==> src/rtl/mem_if_pkg.sv <==
// Shared definitions for the processor data-memory interface: size codes,
// mask encodings, initiator FSM states and the LED store address.
package mem_if_pkg;
  localparam logic [1:0] SZ_BYTE = 2'd0;
  localparam logic [1:0] SZ_HALF = 2'd1;
  localparam logic [1:0] SZ_WORD = 2'd2;

  localparam logic [2:0] MASK_B = 3'b001;
  localparam logic [2:0] MASK_H = 3'b011;
  localparam logic [2:0] MASK_W = 3'b111;

  localparam logic [31:0] LED_ADDR = 32'h2000;

  typedef enum logic [1:0] {
    S_IDLE  = 2'd0,
    S_ISSUE = 2'd1,
    S_WAIT  = 2'd2,
    S_RESP  = 2'd3
  } state_t;
endpackage

==> src/rtl/mem_req_encode.sv <==
// Combinational request decode: {sign, mask} for the memory plus a flag for
// accesses that must never reach memory (misaligned or illegal size).
module mem_req_encode
  import mem_if_pkg::*;
(
  input  logic [1:0] size,
  input  logic       zero_ext,
  input  logic       write,
  input  logic [1:0] addr_lo,
  output logic [3:0] sign_mask,
  output logic       misaligned
);
  logic [2:0] mask;

  always_comb begin
    mask       = 3'b000;
    misaligned = 1'b0;
    case (size)
      SZ_BYTE: mask = MASK_B;
      SZ_HALF: begin
        mask       = MASK_H;
        misaligned = addr_lo[0];
      end
      SZ_WORD: begin
        mask       = MASK_W;
        misaligned = |addr_lo;
      end
      default: misaligned = 1'b1;
    endcase
  end

  // stores never sign-extend; only loads honour the unsigned flag
  assign sign_mask = {~zero_ext & ~write, mask};
endmodule

==> src/rtl/data_mem_initiator.sv <==
// Load/store initiator: one registered strobe per access, fixed read latency,
// one response per accepted request; misaligned requests bypass memory.
module data_mem_initiator
  import mem_if_pkg::*;
#(
  parameter int ADDR_W     = 32,
  parameter int DATA_W     = 32,
  parameter int RD_LATENCY = 1
) (
  input  logic              clk,
  input  logic              rst,
  input  logic              req_valid,
  output logic              req_ready,
  input  logic              req_write,
  input  logic [ADDR_W-1:0] req_addr,
  input  logic [DATA_W-1:0] req_wdata,
  input  logic [1:0]        req_size,
  input  logic              req_unsigned,
  output logic              resp_valid,
  output logic [DATA_W-1:0] resp_rdata,
  output logic              resp_err,
  output logic [ADDR_W-1:0] mem_addr,
  output logic [DATA_W-1:0] mem_write_data,
  output logic              mem_memwrite,
  output logic              mem_memread,
  output logic [3:0]        mem_sign_mask,
  input  logic [DATA_W-1:0] mem_read_data
);
  localparam int CNT_W = (RD_LATENCY > 1) ? $clog2(RD_LATENCY) : 1;

  state_t           state, state_nx;
  logic [CNT_W-1:0] cnt;
  logic             accept, lat_done, is_load;
  logic [3:0]       sign_mask;
  logic             misaligned;

  mem_req_encode u_enc (
    .size       (req_size),
    .zero_ext   (req_unsigned),
    .write      (req_write),
    .addr_lo    (req_addr[1:0]),
    .sign_mask  (sign_mask),
    .misaligned (misaligned)
  );

  assign req_ready  = (state == S_IDLE) || (state == S_RESP);
  assign resp_valid = (state == S_RESP);
  assign accept     = req_valid & req_ready;
  assign lat_done   = (cnt == CNT_W'(RD_LATENCY - 1));

  always_comb begin
    state_nx = state;
    case (state)
      S_IDLE, S_RESP: begin
        if (accept) state_nx = misaligned ? S_RESP : S_ISSUE;
        else        state_nx = S_IDLE;
      end
      S_ISSUE: state_nx = S_WAIT;
      S_WAIT:  if (lat_done) state_nx = S_RESP;
      default: state_nx = S_IDLE;
    endcase
  end

  always_ff @(posedge clk or posedge rst) begin
    if (rst) begin
      state          <= S_IDLE;
      cnt            <= '0;
      is_load        <= 1'b0;
      resp_rdata     <= '0;
      resp_err       <= 1'b0;
      mem_addr       <= '0;
      mem_write_data <= '0;
      mem_memwrite   <= 1'b0;
      mem_memread    <= 1'b0;
      mem_sign_mask  <= 4'b0;
    end else begin
      state        <= state_nx;
      mem_memread  <= 1'b0;
      mem_memwrite <= 1'b0;
      if ((state == S_WAIT) && !lat_done) cnt <= cnt + 1'b1;
      else                                cnt <= '0;
      if (accept) begin
        mem_addr       <= req_addr;
        mem_write_data <= req_wdata;
        mem_sign_mask  <= sign_mask;
        is_load        <= ~req_write;
        resp_err       <= misaligned;
        if (misaligned) begin
          resp_rdata <= '0;
        end else begin
          mem_memread  <= ~req_write;
          mem_memwrite <= req_write;
        end
      end
      // capture on the edge entering RESP; memory extended the data already
      if ((state == S_WAIT) && lat_done)
        resp_rdata <= is_load ? mem_read_data : '0;
    end
  end
endmodule

==> config.mk <==
export PLATFORM = sky130hd
export DESIGN_NAME = data_mem_initiator
export DESIGN_NICKNAME = d
export VERILOG_FILES = /design/src/rtl/mem_if_pkg.sv /design/src/rtl/mem_req_encode.sv /design/src/rtl/data_mem_initiator.sv
export SDC_FILE = /design/constraint.sdc
export NUM_CORES = 1
export LEC_CHECK = 0
export BUFFER_PORTS_ARGS = -buffer_cell sky130_fd_sc_hd__clkbuf_2
export CAP_MARGIN = 20
export CORE_ASPECT_RATIO = 1.25
export CORE_MARGIN = 2
export CORE_UTILIZATION = 25
export CTS_CLUSTER_SIZE = 10
export DETAILED_ROUTE_END_ITERATION = 8
export GPL_TIMING_DRIVEN = 0
export HOLD_SLACK_MARGIN = 0.05
export PLACE_DENSITY_LB_ADDON = 0.25
export SKIP_CTS_REPAIR_TIMING = 1
export SYNTH_ARGS = -nofsm -noshare
export SYNTH_HDL_FRONTEND = slang
export SYNTH_HIERARCHICAL = 1
export SYNTH_SLANG_ARGS = --single-unit
==> constraint.sdc <==
create_clock -name clk -period 5.9 [get_ports clk]
set_input_delay 0.885 -clock clk [delete_from_list [all_inputs] [get_ports clk]]
set_output_delay 0.885 -clock clk [all_outputs]
set_load 0.005 [all_outputs]
======== Word level (Yosys, flattened, before mapping) ========
Cells that the tools add are included.
cells by class
  add/subtract/negate cells ............... 1
  eq/ne operators ......................... 6
  multiplexer cells ....................... 15
  bitwise logic cells ..................... 5
  reductions and logical operators ........ 10
operator list
  cell                   count
  $mux W32               4
  $pmux W3 S3            1
  $eq A2 B2 Y1 const B   3
  $mux W2                3
  $pmux W2 S3            1
  $mux W1                5
  $eq A2 B1 Y1 const B   2
  $logic_not A2 Y1       2
  $reduce_bool A2 Y1     2
  $reduce_or A2 Y1       2
  $not A1 Y1             3
  $pmux W1 S3            1
  $and A1 B1 Y1          2
  $logic_and A1 B1 Y1    2
  $ne A2 B2 Y1 const B   1
  $reduce_and A2 Y1      1
  $add A1 B1 Y1 const B  1
  $logic_or A1 B1 Y1     1
word-level totals
  register bits after elaboration ......... 107
  input port bits ......................... 103
  output and inout bits ................... 105

======== Logic depth before layout (Yosys ltp) ========
Gate-level depths: netlist of the first run.
  depth after elaboration ................. 5
  gate-level depth with buffers ........... 7
  mapped depth without buffers ............ 6

======== Modules after synthesis ========
Netlist of the first run, hierarchy kept.
modules (own cells, without submodules)
  module              times used  cells an instance  area each (µm²)
  data_mem_initiator  1           246                4377.9
  mem_req_encode      1           11                 70.1

======== Worst setup path after synthesis of the first run ========
OpenSTA, ideal clock, no wires.
  path type ............................... input-to-reg
  start ................................... input req_size[0]
  end ..................................... register resp_rdata[0]
  setup time .............................. 122 ps
  data arrival time ....................... 2024 ps
  path slack .............................. 3755 ps
  stages .................................. 7
  cells stage by stage .................... inv_1 ha_1 a21oi_1 o21ai_1 nand3_1 clkbuf_1 a32o_1
on the way
  cells in the longest elaborated chain, start to end .. 4
  elaborated cells on any way between the ends .. 6
ends and longest elaborated chain
  element                               RTL line                  source
  from (decl)                           data_mem_initiator.sv:17  input logic [1:0] req_size,
  $eq A2 B2 Y1 (tied with other cells)  mem_req_encode.sv:18      case (size)
  $pmux W1 S3 *                         mem_req_encode.sv:18
  named net misaligned                  data_mem_initiator.sv:35  logic misaligned;
  $reduce_bool A2 Y1 (no line) *        --
  $reduce_and A2 Y1 (no line) *         --
  to (signal assigned)                  data_mem_initiator.sv:97  resp_rdata <= is_load ? mem_read_data : '0;
  to (decl)                             data_mem_initiator.sv:20  output logic [DATA_W-1:0] resp_rdata,
Mark *: on every way through the listed nets, which the timed path passes. The rest lies on a longest branch.
A chain may end at the register's enable or synchronous reset.

======== Final worst setup path of the first run ========
Same ends and word-level chain as after synthesis.

==> impl_results.md, run 1 <==
- Final wirelength: approximately 11 mm
- Internal power summed over all cells: 2.321 mW
- Flip-flop and latch count after synthesis: between 100 and 150
- Final setup viols: 0
- Vias per inst: about 4.3
- Slack of the worst reg-to-reg path: between 4 and 5 ns
- Crit path kind: primary input to flop
- CP Data Arrival Time: around 2.6 ns
- Remaining global-route overflow: 0
- Number of rows in the core area: 54
- Most frequent cells in the layout: sky130_fd_sc_hd__clkbuf_2 (207), sky130_fd_sc_hd__dfrtp_1 (107), sky130_fd_sc_hd__mux2_4 (67)
- Count of buffer and inverter cells on the critical path: 3
- Kind of cell adding the most delay to the critical path: compound AO/OA/AOI/OAI gates
- Worst-Margin Slew: between 0.6 and 0.7 ns
- Overall via count from detail_route: 3,005
- Number of hold-slack violations in the final timing report: 0
- Syn Nets: about 370
- Register area share after synthesis: between 60% and 70%
- Total non-filler cell area in the finished layout: slightly above 6000 sq um
- Ordered list of cells on the worst path: clkbuf_2, inv_1, ha_1, a21oi_1, o21ai_1, nand3_1, clkbuf_1, a32o_1
- Count of cell instances traversed by the critical path: 8
- Clock slew at the register clock pins of the worst setup and hold paths: 0.07 ns
- Proportion of layout cells with a drive suffix above 1: approximately two thirds
- TritonRoute pass-1 iters: 4
- DRC violation count after routing: 0
- Part of the total power dissipated in combinational logic: 44.9%
- Cell taking the most area after synthesis: sky130_fd_sc_hd__dfrtp_1
- Antenna violations before repair: 0
- Syn-to-layout area delta: 36.48%
- Initial Util: 25.52%
- Post-route fraction of the period consumed by the critical path: between 30 and 40%
- Total area of sequential cells: about 2700 sq um
- Die width: between 100 and 150 microns
- Area of the multi-input gates: roughly 1500 sq um
- Startpoint type of the worst setup path: primary input
- Maximum clock frequency: around 0.43 GHz
- DR WL/cell: between 15 and 20 microns
- Total I/O pin count: 208
- Max Buffers Root-to-Sink: 2
- Total track usage: around an eighth
- Largest stage delay, worst path: between 0.3 and 0.4 ns
- RSZ-0062 raised after global routing: false
- Clk Latency, worst-skew pair: roughly 0.35 ns
- Iteration-0 DRC count of the detailed router: 85
- Area fraction of the dominant cell type after synthesis: between 60% and 70%
- Proportion of total power due to net switching: slightly above 30%
- Cell count after synthesis: approximately 260
- Max cap viols: 0
- Class of the worst hold path: flop to flop
- Number of nets still failing antenna checks after routing: 0
- Category of the worst setup path capture point: flop
- Number of global-route vias before repair: between 3k and 4k
- Cell area after synthesis: 4448 sq um
- N_diodes: 0
- R2r startpoint: state[0]
- Total count of max-transition violations in the final report: 0
- Worst clock skew: approximately 0.0084 ns
- Buffers added on ports: between 200 and 250
- FF-to-FF End: resp_rdata[0]
- Post-synthesis mux area share: a little under a quarter
- Compound-gate portion of the synthesized area: 8.383%
- Placed inst area: 5794 sq um
- P per Cell Area: about 560 nW/um^2
- Post-Syn Area per Cell: 17.31 sq um
- Die Y-Extent: between 150 and 200 microns
- Most common library cell in the layout ignoring fill and taps: sky130_fd_sc_hd__clkbuf_2
- Warnings, synthesis: 6
- Std-Cell Core Area: around 17,000 sq um
- CTS tree: done
- Final Critical Period: ~2.3 ns
- Final net count: ~580
- Top cells by area, synth: sky130_fd_sc_hd__dfrtp_1 (60%), sky130_fd_sc_hd__mux2_4 (23%), sky130_fd_sc_hd__a32o_1 (7.2%)
- Setup TNS Final: 0 ns
- Global-route wire length before repair: around 17 mm
- Die Area: around 19,000 sq um
- Worst hold path endpoint: mem_addr[22]
- Post-Synth XOR/XNOR Area: 0%
- Instance count along the most critical hold path: 1
- Power spent charging and discharging nets: roughly 1.1 mW
- Dominant combinational cell family by area after synthesis: multiplexers
- Number of buffers added by the clock tree synthesis step: 9
- Number of cell instances on the worst register-to-register path: 5
- Post-synthesis simple-gate area fraction: between 1 and 1.5%
- Buffer type at the clock tree root: sky130_fd_sc_hd__clkbuf_16
- Crit Path Max Fanout: 10
- Number of library cell types mapped by synthesis: 28
- Number of levels the H-tree was split into: 3
- Worst IR drop on VDD: 0.0002378 V
- Number of fill cells in the layout: roughly 1.7k
- Worst Hold Launch: mem_addr[22]
- Run status: finished clean
- Fraction of power consumed by sequential logic: 38.2%
- Clk network pwr share: between 10% and 20%
- Maximum number of pins on one net before global-route repair: 57
- Leak Pwr: approximately 3.1 nW
- Headroom to the max-slew limit: around 55%
- Cell with the largest stage delay on the worst path: sky130_fd_sc_hd__nand3_1
- Adder-Cell Fraction of Synth Area: between 1 and 1.5%
- Clock sink total: between 100 and 150
- Final HPWL DP: 8.307 mm
- Required arrival time at the worst endpoint: 6.14 ns
- Final weighted congestion of routability-driven global placement: between 0.7 and 0.8
final cells by class:
type,instances,area share [%]
Timing Repair Buffer,208,17.52
Clock inverter,7,0.8450
Multi-Input combinational cell,125,25.08
Inverter,7,0.4740
Tap cell,224,4.617
Clock buffer,9,3.710
Buffer,18,3.648
Sequential cell,107,44.11
cell families (layout without fill, tap and decap cells):
| group | Yosys count | in the layout |
|---|---|---|
| mux | 68 | 68 |
| compound gates | 40 | 40 |
| fa+ha+maj | 5 | 5 |
| other cells | 1 | 1 |
| buf+inv | 25 | 249 |
| simple gates | 11 | 11 |
| flops | 107 | 107 |
Yosys cell counts:
library cell,n
sky130_fd_sc_hd__a21oi_1,3
sky130_fd_sc_hd__a22oi_1,1
sky130_fd_sc_hd__a2bb2oi_1,1
sky130_fd_sc_hd__a32o_1,32
sky130_fd_sc_hd__and2_4,1
sky130_fd_sc_hd__and3b_1,1
sky130_fd_sc_hd__buf_12,7
sky130_fd_sc_hd__buf_2,2
sky130_fd_sc_hd__buf_4,5
sky130_fd_sc_hd__buf_6,1
sky130_fd_sc_hd__buf_8,1
sky130_fd_sc_hd__clkbuf_1,2
sky130_fd_sc_hd__conb_1,1
sky130_fd_sc_hd__dfrtp_1,107
sky130_fd_sc_hd__ha_1,5
sky130_fd_sc_hd__inv_1,7
sky130_fd_sc_hd__mux2_2,1
sky130_fd_sc_hd__mux2_4,67
sky130_fd_sc_hd__nand2_1,2
sky130_fd_sc_hd__nand3_1,1
sky130_fd_sc_hd__nor2_1,2
sky130_fd_sc_hd__nor3_1,1
sky130_fd_sc_hd__nor3b_1,1
sky130_fd_sc_hd__o21ai_0,1
sky130_fd_sc_hd__o21ai_1,1
sky130_fd_sc_hd__o221a_2,1
sky130_fd_sc_hd__or2b_1,1
sky130_fd_sc_hd__or3b_2,1
how the worst max path moves through the flow:
stage	from	endpoint	slack, ns
final	req_size[0]	resp_rdata[0]	3.56
after global routing	req_size[0]	resp_rdata[0]	3.35
after CTS	req_size[0]	resp_rdata[8]	3.50
after detailed placement	req_size[0]	resp_rdata[7]	3.13
after global placement	rst	mem_addr[25]	0.97
after floorplan	rst	cnt	2.20
worst register-to-register path, stage by stage (launching register included):
cell                       delay [ns]
sky130_fd_sc_hd__dfrtp_1         0.39
sky130_fd_sc_hd__inv_1           0.06
sky130_fd_sc_hd__ha_1            0.40
sky130_fd_sc_hd__nand3_1         0.30
sky130_fd_sc_hd__clkbuf_1        0.32
sky130_fd_sc_hd__a32o_1          0.32
power groups by stage:
| stage | combinational [mW] | sequential [mW] | clock, mW |
|---|---|---|---|
| finish | 1.52 | 1.29 | 0.570 |
| detailed placement | 1.54 | 1.30 | 0 |
| CTS | 1.55 | 1.29 | 0.593 |
| global placement | 1.51 | 1.29 | 0 |
| global route | 1.64 | 1.34 | 0.632 |
| floorplan | 0.957 | 1.31 | 0 |
metrics by stage:
step,hold slack [ns],util (%),total power [mW],cells,worst slack [ns]
3_3_place_gp,0.4938,33.07,2.800,688,0.9703
5_1_grt,0.5274,34.83,3.608,705,3.351
2_1_floorplan,0.4842,-,2.262,257,2.198
6_report,0.5113,34.83,3.372,705,3.561
3_5_place_dp,0.4918,33.24,2.842,689,3.130
4_1_cts,0.5138,34.83,3.435,705,3.503
sequential cells by signal, indices dropped and copies added (netlist names), 2 cells and up:
signal	flops
mem_addr	32
mem_write_data	32
resp_rdata	32
mem_sign_mask	4
state	2
metal layers:
layer / GRT usage (%) / up-vias / wire length, microns
li1: - / 1380 / -
met1: 13.57 / 1493 / 4211
met2: 20.30 / 113 / 5735
met3: 2.948 / 19 / 701
met4: 6.710 / 0 / 357
met5: 0 / - / 0
Note: power is estimated with default switching activity, not from simulation.
==> inputs of run 2 (changes only) <==
--- a/config.mk
+++ b/config.mk
@@ -5,6 +5,7 @@
 export SDC_FILE = /design/constraint.sdc
 export NUM_CORES = 1
 export LEC_CHECK = 0
+export ABC_AREA = 1
 export BUFFER_PORTS_ARGS = -buffer_cell sky130_fd_sc_hd__clkbuf_2
 export CAP_MARGIN = 20
 export CORE_ASPECT_RATIO = 1.25
==> constraint.sdc (replaced) <==
create_clock -name clk -period 2.2 [get_ports clk]
set_input_delay 0.33 -clock clk [delete_from_list [all_inputs] [get_ports clk]]
set_output_delay 0.33 -clock clk [all_outputs]
set_load 0.005 [all_outputs]
==> run 2 against run 1 <==
Against the previous run: register-to-register slack got worse by 3.4 ns; via count rose by 27%; combinational power increased by 120%; synthesized area down 4.0%; clock-buffer cell count rose by 2; first-iteration DRC count increased by 49%; clock skew is 0.00066 ns higher; die area is 3.9% lower; final cell count is 31% higher; critical path depth decreased by 5; critical path type is now flop to primary output.
==> impl_results.md, run 2 <==
- Maximum clock frequency: roughly 0.63 GHz
- Max cap viols: 0
- Number of flops mapped to enable cells by yosys: 0
- Instance count along the most critical hold path: 3
- P per Cell Area: between 1000 and 1500 nW/um^2
- Kind of cell adding the most delay to the critical path: flip-flops
- Most used DFF post-synth: sky130_fd_sc_hd__dfrtp_1
- Final setup viols: 0
- Number of nets still failing antenna checks after routing: 0
- Total I/O pin count: ~210
- Clk network pwr share: 19.9%
- RSZ-0062 raised after global routing: false
- Final net count: slightly above 800
- Die Y-Extent: 150.1 microns
- Most common library cell in the layout ignoring fill and taps: sky130_fd_sc_hd__nand2_1
- Worst-Margin Slew: 0.5209 ns
- Largest stage delay, worst path: around 0.38 ns
- Antenna violations before repair: 0
- Max Buffers Root-to-Sink: 2
- Worst IR drop on VDD: a little under 0.0005 V
- Largest registers: mem_addr x32, mem_write_data x32, resp_rdata x32
- Crit path kind: flop to primary output
- Syn Nets: 587
- Worst clock skew: ~0.009 ns
- Cell with the largest stage delay on the worst path: sky130_fd_sc_hd__dfrtp_1
- Setup TNS Final: 0 ns
- Share of synthesized registers carrying an async set or reset: 100.0%
- Maximum number of pins on one net before global-route repair: 38
- Ordered list of cells on the worst path: inv_1, ha_1, clkbuf_2
- Post-route fraction of the period consumed by the critical path: 72.60%
- Required arrival time at the worst endpoint: ~1.9 ns
- Most used standard cell by instance count after synthesis: sky130_fd_sc_hd__nand2_1
- R2r startpoint: state[0]
- Area fraction of the dominant cell type after synthesis: roughly 63%
- Remaining global-route overflow: 0
- CTS tree: done
- Leading cell types by count after synthesis: sky130_fd_sc_hd__nand2_1 (250), sky130_fd_sc_hd__dfrtp_1 (107), sky130_fd_sc_hd__nand3_1 (66)
- Slack of the worst reg-to-reg path: around 0.62 ns
- Iteration-0 DRC count of the detailed router: 127
- Warnings, synthesis: 6
- Vias per inst: approximately 4
- Cell area after synthesis: about 4300 sq um
- Buffer type at the clock tree root: sky130_fd_sc_hd__clkbuf_16
- Buffers added on ports: ~210
- N_diodes: 0
- Proportion of layout cells with a drive suffix above 1: roughly 36%
- Area of the multi-input gates: around 1400 sq um
- Die Area: ~18,000 sq um
- FF-to-FF End: mem_write_data[15]
- Run status: finished clean
- Clk Latency, worst-skew pair: between 0.3 and 0.4 ns
- Category of the worst setup path capture point: primary output
- Final weighted congestion of routability-driven global placement: about 0.75
- Post-Syn Area per Cell: a little under 9 sq um
- Class of the worst hold path: primary input to flop
- Proportion of total power due to net switching: a little under two fifths
- Total track usage: 13.96%
- Headroom to the max-slew limit: about two thirds
- Most frequent cells in the layout: sky130_fd_sc_hd__nand2_1 (250), sky130_fd_sc_hd__clkbuf_2 (207), sky130_fd_sc_hd__dfrtp_1 (107)
- DR WL/cell: between 10 and 15 microns
- Total count of max-transition violations in the final report: 0
- Leak Pwr: roughly 3.5 nW
- Crit Path Max Fanout: 5
- Count of buffer and inverter cells on the critical path: 2
- Final HPWL DP: about 9.2 mm
- Final wirelength: 12.26 mm
- Syn-to-layout area delta: 39.57%
- Clock sink total: 107
- Register area share after synthesis: between 60% and 70%
- Std-Cell Core Area: approximately 17,000 sq um
- Flip-flop and latch count after synthesis: ~110
- Fraction of power consumed by sequential logic: 40.3%
- CP Data Arrival Time: 1.27 ns
- Final Critical Period: about 1.6 ns
- Power consumption: ~8.4 mW
- Overall via count from detail_route: 3,811
- Power spent charging and discharging nets: between 3 and 4 mW
- Number of fill cells in the layout: 1,799
- Internal power summed over all cells: about 5.2 mW
- Number of levels the H-tree was split into: 3
- Utilization after layout: 35.51%
- Number of rows in the core area: 53
- Number of library cell types mapped by synthesis: 16
- Part of the total power dissipated in combinational logic: between 30% and 40%
- Total non-filler cell area in the finished layout: 5958 sq um
- Clock slew at the register clock pins of the worst setup and hold paths: about 0.07 ns
- Top cells by area, synth: sky130_fd_sc_hd__dfrtp_1 (63%), sky130_fd_sc_hd__nand2_1 (22%), sky130_fd_sc_hd__nand3_1 (7.7%)
- Initial Util: about a quarter
- Startpoint type of the worst setup path: flop
- Placed inst area: roughly 5600 sq um
- Total area of sequential cells: between 2000 and 3000 sq um
- Worst hold path endpoint: mem_write_data[6]
- TritonRoute pass-1 iters: 6
- Worst Hold Launch: req_wdata[6]
- Number of hold-slack violations in the final timing report: 0
- Die width: between 100 and 150 microns
- DRC violation count after routing: 0
- Number of buffers added by the clock tree synthesis step: 9
- Cell count after synthesis: around 480
- Number of global-route vias before repair: about 3.7k
- Cell taking the most area after synthesis: sky130_fd_sc_hd__dfrtp_1
- Global-route wire length before repair: 19.59 mm
- Number of cell instances on the worst register-to-register path: 8
==> run 2: changes by cell type in the layout (fill, tap and decap cells not counted), sizes merged, moves of 2 or more <==
cell      previous run  this run
nand2                2       250
mux2                68         0
nand3                1        66
a32o                32         0
buf                 17        28
nor2                 2         7
clkbuf             218       221
clkinv               3         0
inv                  9        12
a21oi                3         1
clkinvlp             2         4
==> run 2: layout make-up <==
cell class                 count  share of cell area, %
timing repair buffer         211                  18.56
inverter                      12                 0.8190
clock inverter                 5                  1.029
buffer                        28                  2.730
tap                          220                  4.620
multi-input combinational    332                  23.23
clock buffer                  11                  4.074
sequential                   107                  44.94
==> run 2: worst reg2reg max path: stages (launching register included) <==
cell	delay [ns]
sky130_fd_sc_hd__dfrtp_1	0.38
sky130_fd_sc_hd__inv_1	0.06
sky130_fd_sc_hd__ha_1	0.34
sky130_fd_sc_hd__nand2_1	0.11
sky130_fd_sc_hd__inv_2	0.17
sky130_fd_sc_hd__buf_6	0.17
sky130_fd_sc_hd__buf_6	0.16
sky130_fd_sc_hd__nand2_1	0.07
sky130_fd_sc_hd__nand2_1	0.06
==> run 2: worst max path at each step <==
stage	slack, ns	endpoint	startpoint	cells past startpoint
after floorplan	0.58	cnt	rst	1
after global placement	-0.31	mem_write_data[0]	rst	2
after detailed placement	0.44	resp_rdata[0]	req_size[0]	8
after CTS	0.55	mem_write_data[15]	state[0]	8
after global routing	0.44	mem_write_data[15]	state[0]	8
final	0.60	req_ready	state[0]	3
==> run 2: per-stage QoR <==
| step | hold WS, ns | std cells | worst slack [ns] |
|---|---|---|---|
| 6_report | 0.1676 | 926 | 0.6028 |
| 2_1_floorplan | 0.4396 | 479 | 0.5825 |
| 3_3_place_gp | 0.4559 | 906 | -0.3072 |
| 4_1_cts | -0.1578 | 925 | 0.5536 |
| 3_5_place_dp | 0.2296 | 909 | 0.4429 |
| 5_1_grt | 0.1570 | 926 | 0.4438 |
==> run 2: routing by layer <==
metal / track usage (%) / share of wire [%]
met1: 17.77 / 43
met2: 22.75 / 49
met3: 3.636 / 6.5
met4: 5.233 / 1.5
met5: 0 / 0
==> run 2: cell families after synthesis <==
kind of cell | count (synthesis) | share of synthesized area [%]
other cells | 1 | 0.08784
buf+inv | 40 | 4.865
simple gates | 324 | 30.63
fa+ha+maj | 5 | 1.465
flops | 107 | 62.72
compound gates | 2 | 0.2342
==> run 2: power by group through the flow <==
| stage | Clock (mW) | Sequential [mW] | Combinational (mW) |
|---|---|---|---|
| final | 1.67 | 3.38 | 3.34 |
| after global routing | 1.83 | 3.51 | 3.90 |
| after global placement | 0 | 3.40 | 3.42 |
| after floorplan | 0 | 3.46 | 1.73 |
| after CTS | 1.75 | 3.40 | 3.46 |
| after detailed placement | 0 | 3.41 | 3.46 |
